$ cat config.mk
export PLATFORM = sky130hd
export DESIGN_NAME = sram_page_writer_flat
export DESIGN_NICKNAME = d
export VERILOG_FILES = /design/src/rtl/sram_page_writer_if.sv /design/src/rtl/sram_page_writer.sv /design/src/flat_wrapper.sv
export SDC_FILE = /design/constraint.sdc
export NUM_CORES = 1
export LEC_CHECK = 0
export BUFFER_PORTS_ARGS = -buffer_cell sky130_fd_sc_hd__buf_2
export CAP_MARGIN = 10
export CORE_MARGIN = 2
export CORE_UTILIZATION = 30
export DETAILED_ROUTE_END_ITERATION = 10
export GPL_ROUTABILITY_DRIVEN = 0
export PLACE_DENSITY_LB_ADDON = 0.1
export SETUP_SLACK_MARGIN = 0.2
export SLEW_MARGIN = 0
export SYNTH_ARGS = -nofsm -noshare
export SYNTH_HDL_FRONTEND = slang
export SYNTH_SLANG_ARGS = --single-unit
$ cat constraint.sdc
create_clock -name clk -period 5 [get_ports clk]
set_input_delay 1 -clock clk [delete_from_list [all_inputs] [get_ports clk]]
set_output_delay 1 -clock clk [all_outputs]
set_load 0.02 [all_outputs]
$ cat src/rtl/sram_page_writer_if.sv
// Bundles the packet word stream, page-allocation handshake and the SRAM/ECC write ports.
// Latency: none, wiring only.
// Backpressure: in_ready comes from the writer; free_space from bookkeeping gates allocation.
interface sram_page_writer_if #(
   parameter int DATA_WIDTH      = 16,
   parameter int PAGE_WORDS      = 8,
   parameter int PAGE_ADDR_WIDTH = 11
);
   localparam int IDX_W = $clog2(PAGE_WORDS);

   // packet word stream
   logic                             in_valid;
   logic                             in_ready;
   logic [DATA_WIDTH-1:0]            in_data;
   logic                             in_last;
   logic [3:0]                       in_port;

   // page allocation handshake with bookkeeping
   logic [PAGE_ADDR_WIDTH-1:0]       free_space;
   logic [PAGE_ADDR_WIDTH-1:0]       null_ptr;
   logic                             wr_op;
   logic [3:0]                       wr_port;

   // data SRAM write port
   logic                             sram_wr_en;
   logic [PAGE_ADDR_WIDTH+IDX_W-1:0] sram_wr_addr;
   logic [DATA_WIDTH-1:0]            sram_din;

   // ECC storage write port
   logic                             ecc_wr_en;
   logic [PAGE_ADDR_WIDTH-1:0]       ecc_wr_addr;
   logic [IDX_W+4:0]                 ecc_din;
   logic                             page_done;
   logic                             stall;

   modport slave (
      input  in_valid, in_data, in_last, in_port, free_space, null_ptr,
      output in_ready, wr_op, wr_port, sram_wr_en, sram_wr_addr, sram_din,
      output ecc_wr_en, ecc_wr_addr, ecc_din, page_done, stall
   );

   modport master (
      output in_valid, in_data, in_last, in_port, free_space, null_ptr,
      input  in_ready, wr_op, wr_port, sram_wr_en, sram_wr_addr, sram_din,
      input  ecc_wr_en, ecc_wr_addr, ecc_din, page_done, stall
   );
endinterface

$ cat src/rtl/sram_page_writer.sv
// Packs a packet word stream into SRAM pages, claiming one free page per page and writing a per-page ECC/fill code.
// Latency: SRAM write 1 cycle after word acceptance; ECC write in the cycle after the closing word.
// Backpressure: in_ready only in FILL; allocation stalls (stall=1) while free_space is zero.
module sram_page_writer #(
   parameter int DATA_WIDTH      = 16,
   parameter int PAGE_WORDS      = 8,
   parameter int PAGE_ADDR_WIDTH = 11
) (
   input logic               clk,
   input logic               rst,
   sram_page_writer_if.slave bus
);
   localparam int               IDX_W    = $clog2(PAGE_WORDS);
   localparam logic [IDX_W-1:0] LAST_IDX = IDX_W'(PAGE_WORDS - 1);

   typedef enum logic [1:0] {
      S_IDLE  = 2'd0,
      S_ALLOC = 2'd1,
      S_FILL  = 2'd2,
      S_CLOSE = 2'd3
   } state_t;

   state_t                           state_q, state_d;
   logic [3:0]                       port_q, port_d;      // packet port, held across continuation pages
   logic [PAGE_ADDR_WIDTH-1:0]       page_q, page_d;      // page claimed at the last allocation
   logic [IDX_W-1:0]                 idx_q, idx_d;        // next word slot in the page
   logic [IDX_W-1:0]                 fill_q, fill_d;      // slot of the closing word (fill count - 1)
   logic [4:0]                       acc_q, acc_d;        // running XOR of per-word Hamming check bits
   logic                             last_q, last_d;      // closing word carried in_last
   logic                             sram_en_q, sram_en_d;
   logic [PAGE_ADDR_WIDTH+IDX_W-1:0] sram_addr_q, sram_addr_d;
   logic [DATA_WIDTH-1:0]            sram_din_q, sram_din_d;

   // Codeword position of each data bit; powers of two are reserved for parity bits.
   function automatic logic [4:0] code_pos(input int i);
      logic [4:0] p;
      case (i)
         0:       p = 5'd3;
         1:       p = 5'd5;
         2:       p = 5'd6;
         3:       p = 5'd7;
         4:       p = 5'd9;
         5:       p = 5'd10;
         6:       p = 5'd11;
         7:       p = 5'd12;
         8:       p = 5'd13;
         9:       p = 5'd14;
         10:      p = 5'd15;
         11:      p = 5'd17;
         12:      p = 5'd18;
         13:      p = 5'd19;
         14:      p = 5'd20;
         15:      p = 5'd21;
         default: p = 5'd0;
      endcase
      return p;
   endfunction

   // Bit k of the XOR of positions of set data bits equals parity p_(2^k).
   function automatic logic [4:0] hamming_chk(input logic [15:0] d);
      logic [4:0] chk;
      chk = '0;
      for (int i = 0; i < 16; i++) begin
         if (d[i]) begin
            chk = chk ^ code_pos(i);
         end
      end
      return chk;
   endfunction

   // Next-state and handshake/ECC outputs; everything defaults to idle values first.
   always_comb begin
      state_d       = state_q;
      port_d        = port_q;
      page_d        = page_q;
      idx_d         = idx_q;
      fill_d        = fill_q;
      acc_d         = acc_q;
      last_d        = last_q;
      sram_en_d     = 1'b0;
      sram_addr_d   = '0;
      sram_din_d    = '0;
      bus.in_ready    = 1'b0;
      bus.wr_op       = 1'b0;
      bus.wr_port     = '0;
      bus.stall       = 1'b0;
      bus.ecc_wr_en   = 1'b0;
      bus.ecc_wr_addr = '0;
      bus.ecc_din     = '0;
      bus.page_done   = 1'b0;

      case (state_q)
         S_IDLE: begin
            // The first word is presented with its port; take the port now, the word in FILL.
            if (bus.in_valid) begin
               port_d  = bus.in_port;
               state_d = S_ALLOC;
            end
         end

         S_ALLOC: begin
            if (bus.free_space == '0) begin
               bus.stall = 1'b1;
            end else begin
               bus.wr_op   = 1'b1;
               bus.wr_port = port_q;
               page_d      = bus.null_ptr;
               idx_d       = '0;
               acc_d       = '0;
               last_d      = 1'b0;
               state_d     = S_FILL;
            end
         end

         S_FILL: begin
            bus.in_ready = 1'b1;
            if (bus.in_valid) begin
               sram_en_d   = 1'b1;
               sram_addr_d = {page_q, idx_q};
               sram_din_d  = bus.in_data;
               idx_d       = idx_q + 1'b1;
               acc_d       = acc_q ^ hamming_chk(bus.in_data);
               if (bus.in_last || (idx_q == LAST_IDX)) begin
                  last_d  = bus.in_last;
                  fill_d  = idx_q;
                  state_d = S_CLOSE;
               end
            end
         end

         S_CLOSE: begin
            // Closing word's SRAM write goes out this same cycle from the pipeline register.
            bus.ecc_wr_en   = 1'b1;
            bus.page_done   = 1'b1;
            bus.ecc_wr_addr = page_q;
            bus.ecc_din     = {fill_q, acc_q};
            state_d         = last_q ? S_IDLE : S_ALLOC;
         end

         default: begin
            state_d = S_IDLE;
         end
      endcase
   end

   // State and datapath registers; synchronous reset drops any partial page.
   always_ff @(posedge clk) begin
      if (rst) begin
         state_q     <= S_IDLE;
         port_q      <= '0;
         page_q      <= '0;
         idx_q       <= '0;
         fill_q      <= '0;
         acc_q       <= '0;
         last_q      <= 1'b0;
         sram_en_q   <= 1'b0;
         sram_addr_q <= '0;
         sram_din_q  <= '0;
      end else begin
         state_q     <= state_d;
         port_q      <= port_d;
         page_q      <= page_d;
         idx_q       <= idx_d;
         fill_q      <= fill_d;
         acc_q       <= acc_d;
         last_q      <= last_d;
         sram_en_q   <= sram_en_d;
         sram_addr_q <= sram_addr_d;
         sram_din_q  <= sram_din_d;
      end
   end

   assign bus.sram_wr_en   = sram_en_q;
   assign bus.sram_wr_addr = sram_addr_q;
   assign bus.sram_din     = sram_din_q;

endmodule
$ cat src/flat_wrapper.sv
// flat-port wrapper written by rule: the top's interface ports become plain ports
module sram_page_writer_flat 
#(
   parameter int DATA_WIDTH      = 16,
   parameter int PAGE_WORDS      = 8,
   parameter int PAGE_ADDR_WIDTH = 11
)
  (clk, rst, bus_in_valid, bus_in_data, bus_in_last, bus_in_port, bus_free_space, bus_null_ptr, bus_in_ready, bus_wr_op, bus_wr_port, bus_sram_wr_en, bus_sram_wr_addr, bus_sram_din, bus_ecc_wr_en, bus_ecc_wr_addr, bus_ecc_din, bus_page_done, bus_stall);
  sram_page_writer_if #(.DATA_WIDTH(DATA_WIDTH), .PAGE_WORDS(PAGE_WORDS), .PAGE_ADDR_WIDTH(PAGE_ADDR_WIDTH)) bus_i ();
  input logic clk;
  input logic rst;
  input wire logic [$bits(bus_i.in_valid)-1:0] bus_in_valid;
  input wire logic [$bits(bus_i.in_data)-1:0] bus_in_data;
  input wire logic [$bits(bus_i.in_last)-1:0] bus_in_last;
  input wire logic [$bits(bus_i.in_port)-1:0] bus_in_port;
  input wire logic [$bits(bus_i.free_space)-1:0] bus_free_space;
  input wire logic [$bits(bus_i.null_ptr)-1:0] bus_null_ptr;
  output wire logic [$bits(bus_i.in_ready)-1:0] bus_in_ready;
  output wire logic [$bits(bus_i.wr_op)-1:0] bus_wr_op;
  output wire logic [$bits(bus_i.wr_port)-1:0] bus_wr_port;
  output wire logic [$bits(bus_i.sram_wr_en)-1:0] bus_sram_wr_en;
  output wire logic [$bits(bus_i.sram_wr_addr)-1:0] bus_sram_wr_addr;
  output wire logic [$bits(bus_i.sram_din)-1:0] bus_sram_din;
  output wire logic [$bits(bus_i.ecc_wr_en)-1:0] bus_ecc_wr_en;
  output wire logic [$bits(bus_i.ecc_wr_addr)-1:0] bus_ecc_wr_addr;
  output wire logic [$bits(bus_i.ecc_din)-1:0] bus_ecc_din;
  output wire logic [$bits(bus_i.page_done)-1:0] bus_page_done;
  output wire logic [$bits(bus_i.stall)-1:0] bus_stall;
  assign bus_i.in_valid = bus_in_valid;
  assign bus_i.in_data = bus_in_data;
  assign bus_i.in_last = bus_in_last;
  assign bus_i.in_port = bus_in_port;
  assign bus_i.free_space = bus_free_space;
  assign bus_i.null_ptr = bus_null_ptr;
  assign bus_in_ready = bus_i.in_ready;
  assign bus_wr_op = bus_i.wr_op;
  assign bus_wr_port = bus_i.wr_port;
  assign bus_sram_wr_en = bus_i.sram_wr_en;
  assign bus_sram_wr_addr = bus_i.sram_wr_addr;
  assign bus_sram_din = bus_i.sram_din;
  assign bus_ecc_wr_en = bus_i.ecc_wr_en;
  assign bus_ecc_wr_addr = bus_i.ecc_wr_addr;
  assign bus_ecc_din = bus_i.ecc_din;
  assign bus_page_done = bus_i.page_done;
  assign bus_stall = bus_i.stall;
  sram_page_writer #(.DATA_WIDTH(DATA_WIDTH), .PAGE_WORDS(PAGE_WORDS), .PAGE_ADDR_WIDTH(PAGE_ADDR_WIDTH)) u_core (.clk(clk), .rst(rst), .bus(bus_i));
endmodule
==> flow_summary_export.csv, run 1 <==
group,metric,value,unit
critical_path,cp_top_family,"simple AND/OR/NAND/NOR gates",
finish,areaGrowthSynthToFinish,32.7,%
finish,drive_gt1_share,34.1,%
critical_path,cp_data_arrival_time,2.46,ns
yosys,yosysSeqAreaShare,48.2,%
yosys,yosys.area.top_type,"dfxtp_1",
global_routing,track_usage,13.1,%
finish,regArea,1200,um^2
placed_design,post_dp_cell_area,3090,um^2
critical_path,cp_num_buf_inv,3,
clock_network,worstSkewPairLatency,0.33,ns
route,firstDrtPassIters,4,
sta,hold_viol,0,
die,die_w,95.1,um
global_routing,grt_max_degree,32,
sta,max_freq,289,MHz
route,wl_per_cell,12.3,um
die,start_util,30.6,%
critical_path,critPathKind,"in -> out",
finish,multi_input_area,1220,um^2
yosys,synth.area.top_cells,"dfxtp_1 (48%), and2_1 (12%), xnor2_1 (4.9%)",
critical_path,cp-start-kind,"input port",
critical_path,timing.critical_path.mode_cell,"buf_2",
global_routing,use_met2,19.3,%
clock_network,cts-root-buf,"clkbuf_8",
sta,relSlewSlack,36.9,%
clock_network,cts_setup_buffers,0,
power_and_ir_drop,power.internal,0.996,mW
global_routing,antenna_found_initial,0,
sta,finalSetupViolCount,0,
power_and_ir_drop,p_sw_share,31.7,%
power_and_ir_drop,max-vdd-ir-drop,0.000172,V
clock_network,clkSlewWorstSetupHoldPaths,0.07,ns
min_path,hp-class,"reg -> reg",
critical_path,critical_path.max_stage_delay,0.38,ns
finish,design_area,3310,um^2
die,die_area,9050,um^2
die,ios,105,
sta,period_share,69.1,%
finish,fillCellCount,855,
global_routing,first_global_vias,1836,
finish,antennaDiodeCount,0,
power_and_ir_drop,switching_power,0.462,mW
sta,report.final.slew_viol_count,0,
sta,finClkSkew,0.00802,ns
power_and_ir_drop,seq_power_share,39.5,%
status,status,"complete, no violations",
route,wl,5.83,mm
global_routing,grtUsageMet3,3.72,%
yosys,syn_inst,259,
critical_path,path_max_fanout,12,
yosys,yosysWarningCount,0,
route,viasPerCell,4.28,
die,die_h,95.1,um
route,postRouteAntennaNets,0,
critical_path,worstPathRequired,4.00,ns
global_routing,grt_pass1_wl,9.01,mm
power_and_ir_drop,power_frac_clock,32.9,%
critical_path,slowest_stage,"nand2_1",
clock_network,clock-sinks,60,
clock_network,clockBufferDepth,2,
clock_network,ctsResizeCount,0,
yosys,yosysUniqueCellTypes,35,
global_routing,overflow,0,
yosys,synth_area_per_cell,9.62,um^2
yosys,syn_area,2490,um^2
sta,rsz0062_at_grt,"no",
route,num_vias,2022,
power_and_ir_drop,power_density,441,nW/um^2
yosys,synth_nets,312,
clock_network,htree_levels,3,
sta,setup_tns,0,ns
placed_design,dp_hpwl,4.33,mm
sta,tightest_slew,0.946,ns
global_routing,grt_busiest_layer,"met2",
clock_network,cts_buffers,9,
die,rows,33,
power_and_ir_drop,leakagePower,1.64,nW
yosys,yosysTopAreaCellShare,48.2,%
job,maxCapViolCount,0,
route,drc,0,
yosys,ys_seq_elements,60,
power_and_ir_drop,power_frac_comb,27.6,%
critical_path,path_cells,"buf_2 > nor4_1 > nand3_1 > nand2_1 > inv_2 > buf_2",
power_and_ir_drop,total_power,1.46,mW
sta,period_needed,3.46,ns
route,drt_iter0_markers,52,
critical_path,cp-end-kind,"primary output",
clock_network,cts_tree,"built",
clock_network,holdBufCountCts,0,
global_routing,grt_use_met1,17.7,%
finish,fin_nets,415,
die,core_area,8130,um^2
placed_design,portBuffers,104,
-- worst reg2reg max path, delay by kind of cell (launching register included) --
kind	cells	cell delay (ns)
adders and majority gates	1	0.26
buffers and inverters	1	0.14
DFF	1	0.33
and+or+nand+nor	3	1.11
-- synthesized netlist by cell type (all sizes together) --
cell type  number
a31oi           2
ha              7
nand3           6
nand2          30
clkinv          1
nand4           1
and3            4
a21oi          18
mux2i           5
nor4            2
xor2            4
buf             2
a21o            1
xnor2          14
xnor3           5
a2111oi         1
o21ai           6
and2b           1
o21bai          1
a22oi           2
a211oi          1
nor3            3
clkbuf         10
inv             4
or3             3
dfxtp          60
and2           50
xor3            1
nor2           13
nand2b          1
-- area by class of cell --
cell class / count / share of cell area, %
tap: 105 / 3.97
sequential: 60 / 36.3
clock buffer: 12 / 4.39
inverter: 5 / 0.568
multi-input combinational: 182 / 36.8
clock inverter: 4 / 2.19
timing repair buffer: 104 / 15.7
-- metrics by stage --
step                      worst slack, ns  util [%]  instances  hold slack (ns)
after floorplan                      2.07         -        259            0.432
after CTS                            1.52      40.7        472            0.462
after global placement               1.56      38.0        456            0.450
final                                1.54      40.7        472            0.459
after detailed placement             1.52      38.0        456            0.452
after global routing                 1.31      40.7        472            0.484
-- cell usage in the layout (no fill, tap or decap), types with 2 or more instances in the layout --
cell type	n
and3_1	4
xor2_1	4
ha_1	7
nor3_1	3
dfxtp_1	60
and2_2	2
clkbuf_8	10
nand3_1	6
mux2i_1	5
xnor3_1	5
nand2_1	30
inv_1	3
and2_1	48
nor4_1	2
a31oi_1	2
bufinv_16	2
a21oi_1	18
a22oi_1	2
nor2_1	12
xnor2_1	14
clkbuf_1	2
buf_2	104
o21ai_0	4
or3_1	3
-- final timing paths --
path                                   startpoint  depth (start not counted)  slack, ns                      end
worst min-delay path             u_core.port_q[0]                          2       0.46         u_core.port_q[0]
worst min register to register   u_core.port_q[0]                          2       0.46         u_core.port_q[0]
worst max register to register  u_core.state_q[0]                          5       3.11  u_core.bus.sram_din[15]
worst max-delay path            bus_free_space[2]                          6       1.54                bus_wr_op
-- cell families after synthesis --
kind of cell	synth area share [%]
simple gates	24.1
flops	48.2
compound gates	7.38
xor+xnor	11.8
buf+inv	3.01
fa+ha+maj	3.52
mux	2.01
-- layer usage --
metal | wire length [um] | part of all wire [%]
met5 | 0 | 0
met4 | 60 | 1.0
met3 | 400 | 6.9
met2 | 2600 | 45
met1 | 2760 | 47
-- power by group through the flow --
stage	sequential (mW)	clock [mW]	combinational, mW
after global routing	0.584	0.519	0.454
final	0.576	0.480	0.402
after CTS	0.577	0.498	0.410
after detailed placement	0.587	0	0.407
after floorplan	0.589	0	0.291
after global placement	0.586	0	0.406
-- state kept, by name (all words and copies together) (netlist names) --
register and count:
u_core.fill_q 3, u_core.page_q 11, u_core.acc_q 5, u_core.last_q 1, u_core.port_q 4, u_core.bus.sram_din 16
u_core.bus.sram_wr_addr 14, u_core.bus.sram_wr_en 1, u_core.state_q 2, u_core.idx_q 3
Note: power is estimated with default switching activity, not from simulation.
==> run 2: changes to the inputs <==
- ABC_AREA: default -> 1
- clock period: 5 -> 3.41 ns (I/O delays scaled with it)
==> run 2 against run 1 <==
Routed wire length is 17% higher; clock power rose by 71%; design area up 11%; power grew 68%; count of clock-buffer cells in the layout is 1 lower; critical path depth shrank 2; highest routed layer unchanged.
==> flow_summary_export.csv, run 2 <==
group,metric,value,unit
clock_network,ctsResizeCount,0,
yosys,yosysTopAreaCellShare,43.2,%
clock_network,holdBufCountCts,0,
critical_path,slowest_stage,"ha_1",
yosys,synth.most_common_cell,"nand2_1",
critical_path,cp-end-kind,"primary output",
clock_network,htree_levels,3,
yosys,synthFlopType,"dfxtp_1",
global_routing,antenna_found_initial,0,
placed_design,post_dp_cell_area,3400,um^2
min_path,hp-class,"reg -> reg",
sta,max_freq,382,MHz
finish,layout_common_cells,"buf_2 (104), nand2_1 (98), inv_1 (72)",
critical_path,path_cells,"ha_1 > nand2_1 > inv_1 > buf_2",
yosys,synth_edf_count,0,
global_routing,grt_pass1_wl,11.4,mm
yosys,yosysUniqueCellTypes,27,
sta,fin_ws,0.795,ns
finish,fin_util,40.2,%
route,wl,6.85,mm
finish,drive_gt1_share,27.7,%
sta,period_needed,2.62,ns
clock_network,cts-root-buf,"clkbuf_8",
clock_network,clockBufferDepth,2,
route,firstDrtPassIters,4,
yosys,yosys.area.top_type,"dfxtp_1",
clock_network,cts_buffers,9,
global_routing,track_usage,14.5,%
critical_path,path_max_fanout,22,
route,wl_per_cell,11.0,um
die,start_util,30.5,%
power_and_ir_drop,power_density,669,nW/um^2
yosys,synth.area.top_cells,"dfxtp_1 (43%), nand2_1 (13%), inv_1 (9.7%)",
yosys,syn_inst,402,
sta,setup_tns,0,ns
clock_network,clock-sinks,60,
finish,final_common_cell,"buf_2",
sta,period_share,76.7,%
sta,hold_viol,0,
power_and_ir_drop,max-vdd-ir-drop,0.000300,V
finish,regArea,1200,um^2
critical_path,critPathKind,"reg -> out",
finish,fin_cells,624,
finish,areaGrowthSynthToFinish,31.8,%
yosys,yosysWarningCount,0,
job,maxCapViolCount,0,
placed_design,portBuffers,104,
sta,finClkSkew,0.00650,ns
global_routing,first_global_vias,2560,
critical_path,worstPathRequired,2.73,ns
clock_network,worstSkewPairLatency,0.34,ns
die,die_area,10000,um^2
critical_path,cp_data_arrival_time,1.93,ns
yosys,synth_nets,455,
finish,fin_nets,561,
power_and_ir_drop,leakagePower,2.11,nW
finish,largest_reg_flops,16,
route,num_vias,2652,
sta,report.final.slew_viol_count,0,
route,viasPerCell,4.25,
critical_path,cp_num_buf_inv,2,
sta,rsz0062_at_grt,"no",
critical_path,cp_top_family,"adder cells",
die,core_area,9110,um^2
yosys,yosysSeqAreaShare,43.2,%
placed_design,dp_hpwl,5.06,mm
sta,tightest_slew,0.924,ns
die,die_w,100,um
finish,design_area,3660,um^2
yosys,synth_top_cells_by_count,"nand2_1 (98), inv_1 (72), dfxtp_1 (60)",
yosys,ys_seq_elements,60,
finish,fillCellCount,994,
status,status,"complete, no violations",
clock_network,clkSlewWorstSetupHoldPaths,0.07,ns
critical_path,cp-start-kind,"flop",
die,ios,105,
yosys,synth_area_per_cell,6.91,um^2
clock_network,cts_setup_buffers,0,
sta,relSlewSlack,38.4,%
die,rows,35,
global_routing,grt_max_degree,29,
critical_path,critical_path.max_stage_delay,0.79,ns
placed_design,place_inst,608,
route,drc,0,
finish,multi_input_area,1230,um^2
finish,antennaDiodeCount,0,
sta,finalSetupViolCount,0,
die,die_h,100,um
clock_network,cts_tree,"built",
route,drt_iter0_markers,71,
yosys,syn_area,2780,um^2
global_routing,overflow,0,
placed_design,pre_cts_ws,0.947,ns
yosys,async_flop_share,0,%
route,postRouteAntennaNets,0,
## run 2: cell types whose count changed in the layout (fill, tap and decap cells not counted), sizes merged, moves of 9 or more
cell / change
nand2: +76
inv: +73
and2: -49
nor2: +42
o21ai: +17
nand3: +15
xnor2: -9
## run 2: cells by family after synthesis
kind of cell / synth area share (%)
AND/OR/NAND/NOR: 28.8
buffers and inverters: 12.4
XOR/XNOR: 2.48
AO/OA/AOI/OAI: 9.91
adder cells (fa/ha/maj): 3.15
flip-flops: 43.2
## run 2: worst paths after layout
| kind | startpoint | endpoint | slack (ns) | cells after the start |
|---|---|---|---|---|
| worst min-delay path | u_core.page_q[7] | u_core.bus.sram_wr_addr[10] | 0.45 | 2 |
| worst max register to register | u_core.state_q[0] | u_core.bus.sram_din[13] | 1.32 | 7 |
| worst min register to register | u_core.page_q[7] | u_core.bus.sram_wr_addr[10] | 0.45 | 2 |
| worst max-delay path | u_core.state_q[0] | bus_ecc_din[4] | 0.79 | 4 |
## run 2: report_power, final
group          leakage (nW)  switching, mW  total (mW)  internal [mW]
sequential            0.488         0.0690       0.904          0.835
clock                 0.130          0.294       0.822          0.528
combinational          1.49          0.478       0.726          0.247
total                  2.11          0.841        2.45           1.61
## run 2: cell type report
class | count | share of cell area [%]
Inverter | 77 | 8.10
Timing Repair Buffer | 106 | 14.6
Sequential cell | 60 | 32.8
Clock buffer | 11 | 4.13
Multi-Input combinational cell | 254 | 33.6
Tap cell | 111 | 3.79
Clock inverter | 5 | 2.94
## run 2: through the flow
stage          total power, mW  hold WS [ns]
4_1_cts                   2.49         0.452
2_1_floorplan             1.46         0.430
3_5_place_dp              1.65         0.442
3_3_place_gp              1.64         0.442
6_report                  2.45         0.454
5_1_grt                   2.64         0.478
## run 2: tightest hold or removal path, stage by stage, from the launching register on
cell and delay [ns]:
dfxtp_1 0.31, inv_1 0.07, nor2_1 0.04
## run 2: metal layers
metal | wire [um] | track usage [%] | share of wire (%)
met5 | 0 | 0 | 0
met4 | 92 | 5.37 | 1.3
met3 | 494 | 5.15 | 7.2
met2 | 3040 | 23.9 | 44
met1 | 3220 | 17.3 | 47
==> run 3: changes to the inputs <==
- clock period: 3.41 -> 2.4 ns (I/O delays scaled with it)
==> run 3 against run 2 <==
Global-route usage up 0.24 points; core utilization shrank 0.29 points; non-clock buffer count grew 2; largest power group unchanged; highest routed layer unchanged.
==> flow_summary_export.csv, run 3 (synthesized netlist as in run 2, its figures left out) <==
group,metric,value,unit
sta,period_needed,2.06,ns
sta,relSlewSlack,70.1,%
clock_network,cts_tree,"built",
clock_network,clkSlewWorstSetupHoldPaths,0.08,ns
die,ios,105,
critical_path,critPathKind,"reg -> out",
clock_network,cts-root-buf,"clkbuf_8",
finish,fin_nets,563,
placed_design,portBuffers,104,
clock_network,holdBufCountCts,0,
clock_network,clockBufferDepth,2,
sta,setup_tns,0,ns
die,die_area,10000,um^2
status,status,"complete, no violations",
die,rows,35,
placed_design,dp_hpwl,5.39,mm
sta,finClkSkew,0.0125,ns
clock_network,cts_setup_buffers,0,
power_and_ir_drop,total_power,3.30,mW
critical_path,path_max_fanout,15,
sta,report.final.slew_viol_count,0,
route,postRouteAntennaNets,0,
power_and_ir_drop,leakagePower,2.09,nW
sta,rsz0062_at_grt,"no",
sta,max_freq,485,MHz
die,die_h,100,um
finish,antennaDiodeCount,0,
sta,finalSetupViolCount,0,
global_routing,grt_use_met1,17.5,%
min_path,hp-class,"in -> reg",
die,start_util,30.5,%
global_routing,grt_max_degree,25,
clock_network,cts_buffers,9,
clock_network,htree_levels,3,
clock_network,clock-sinks,60,
critical_path,worstPathRequired,1.92,ns
die,core_area,9110,um^2
global_routing,track_usage,14.7,%
route,wl,6.99,mm
global_routing,grt_pass1_wl,11.5,mm
die,die_w,100,um
route,wl_per_cell,11.2,um
route,viasPerCell,4.28,
job,maxCapViolCount,0,
finish,fillCellCount,1008,
route,num_vias,2677,
route,drc,0,
global_routing,grt_busiest_layer,"met2",
sta,tightest_slew,0.448,ns
clock_network,worstSkewPairLatency,0.34,ns
finish,drive_gt1_share,28.2,%
finish,final_common_cell,"buf_2",
global_routing,grtUsageMet3,4.81,%
route,drt_iter0_markers,59,
critical_path,cp_data_arrival_time,1.58,ns
sta,hold_viol,0,
finish,areaGrowthSynthToFinish,30.9,%
power_and_ir_drop,power_density,907,nW/um^2
finish,largest_reg_flops,16,
global_routing,overflow,0,
global_routing,antenna_found_initial,0,
global_routing,first_global_vias,2548,
critical_path,cp-start-kind,"flop",
power_and_ir_drop,max-vdd-ir-drop,0.000297,V
sta,period_share,86.0,%
critical_path,cp-end-kind,"primary output",
finish,layout_common_cells,"buf_2 (104), nand2_1 (98), inv_1 (72)",
route,firstDrtPassIters,4,
critical_path,rrSetupSlack,0.55,ns
global_routing,use_met2,24.5,%
run 3: changes by cell type in the layout (fill, tap and decap cells not counted):
cell	before	now
buf_4	2	4
clkinv_4	2	1
inv_6	0	4
clkbuf_8	11	9
ha_1	7	6
clkinvlp_4	0	1
bufinv_16	3	1
ha_4	0	1
run 3: worst paths after layout:
kind	from	to	depth (start not counted)
worst min-delay path	bus_in_data[14]	u_core.bus.sram_din[14]	3
worst min register to register	u_core.page_q[7]	u_core.bus.sram_wr_addr[10]	2
worst max register to register	u_core.state_q[0]	u_core.bus.sram_wr_addr[11]	7
worst max-delay path	u_core.state_q[0]	bus_ecc_wr_addr[8]	5
run 3: through the flow:
step	setup slack, ns	utilization (%)	hold WS (ns)	cell area, um^2	std cells
3_5_place_dp	0.526	37.5	0.444	3420	610
6_report	0.337	39.9	0.375	3640	626
3_3_place_gp	0.542	37.5	0.439	3420	610
4_1_cts	0.246	39.8	0.358	3630	626
5_1_grt	0.208	39.9	0.365	3640	626
2_1_floorplan	0.421	-	0.430	2780	402
run 3: where the power goes:
group,total (mW),switching (mW),internal (mW)
combinational,1.06,0.687,0.368
sequential,1.29,0.108,1.19
clock,0.950,0.454,0.495
total,3.30,1.25,2.05
run 3: area by class of cell:
class	count	area, um^2	area share [%]
inverters	77	297	8.16
clock inverters	7	81.3	2.24
well taps	111	139	3.82
clock buffers	9	124	3.41
multi-input cells	254	1240	34.2
repair buffers	108	551	15.1
flip-flops and latches	60	1200	33.0
run 3: repair_timing:
action / in CTS / in global routing
pin swaps: 0 / 0
resized for setup: 1 / 1
cloned: 0 / 0
hold endpoints to repair: 0 / 0
endpoints found under the setup margin: 12 / 12
run 3: per-layer routing:
metal,vias up,share of wire (%)
met5,-,0
met4,0,1.5
met3,6,7.0
met2,81,45
met1,1162,46
li1,1428,-
run 3: worst max-delay path: stages (launching register included):
cell	delay, ns
dfxtp_1	0.46
ha_4	0.23
buf_4	0.24
nand2_1	0.08
inv_1	0.07
buf_2	0.16
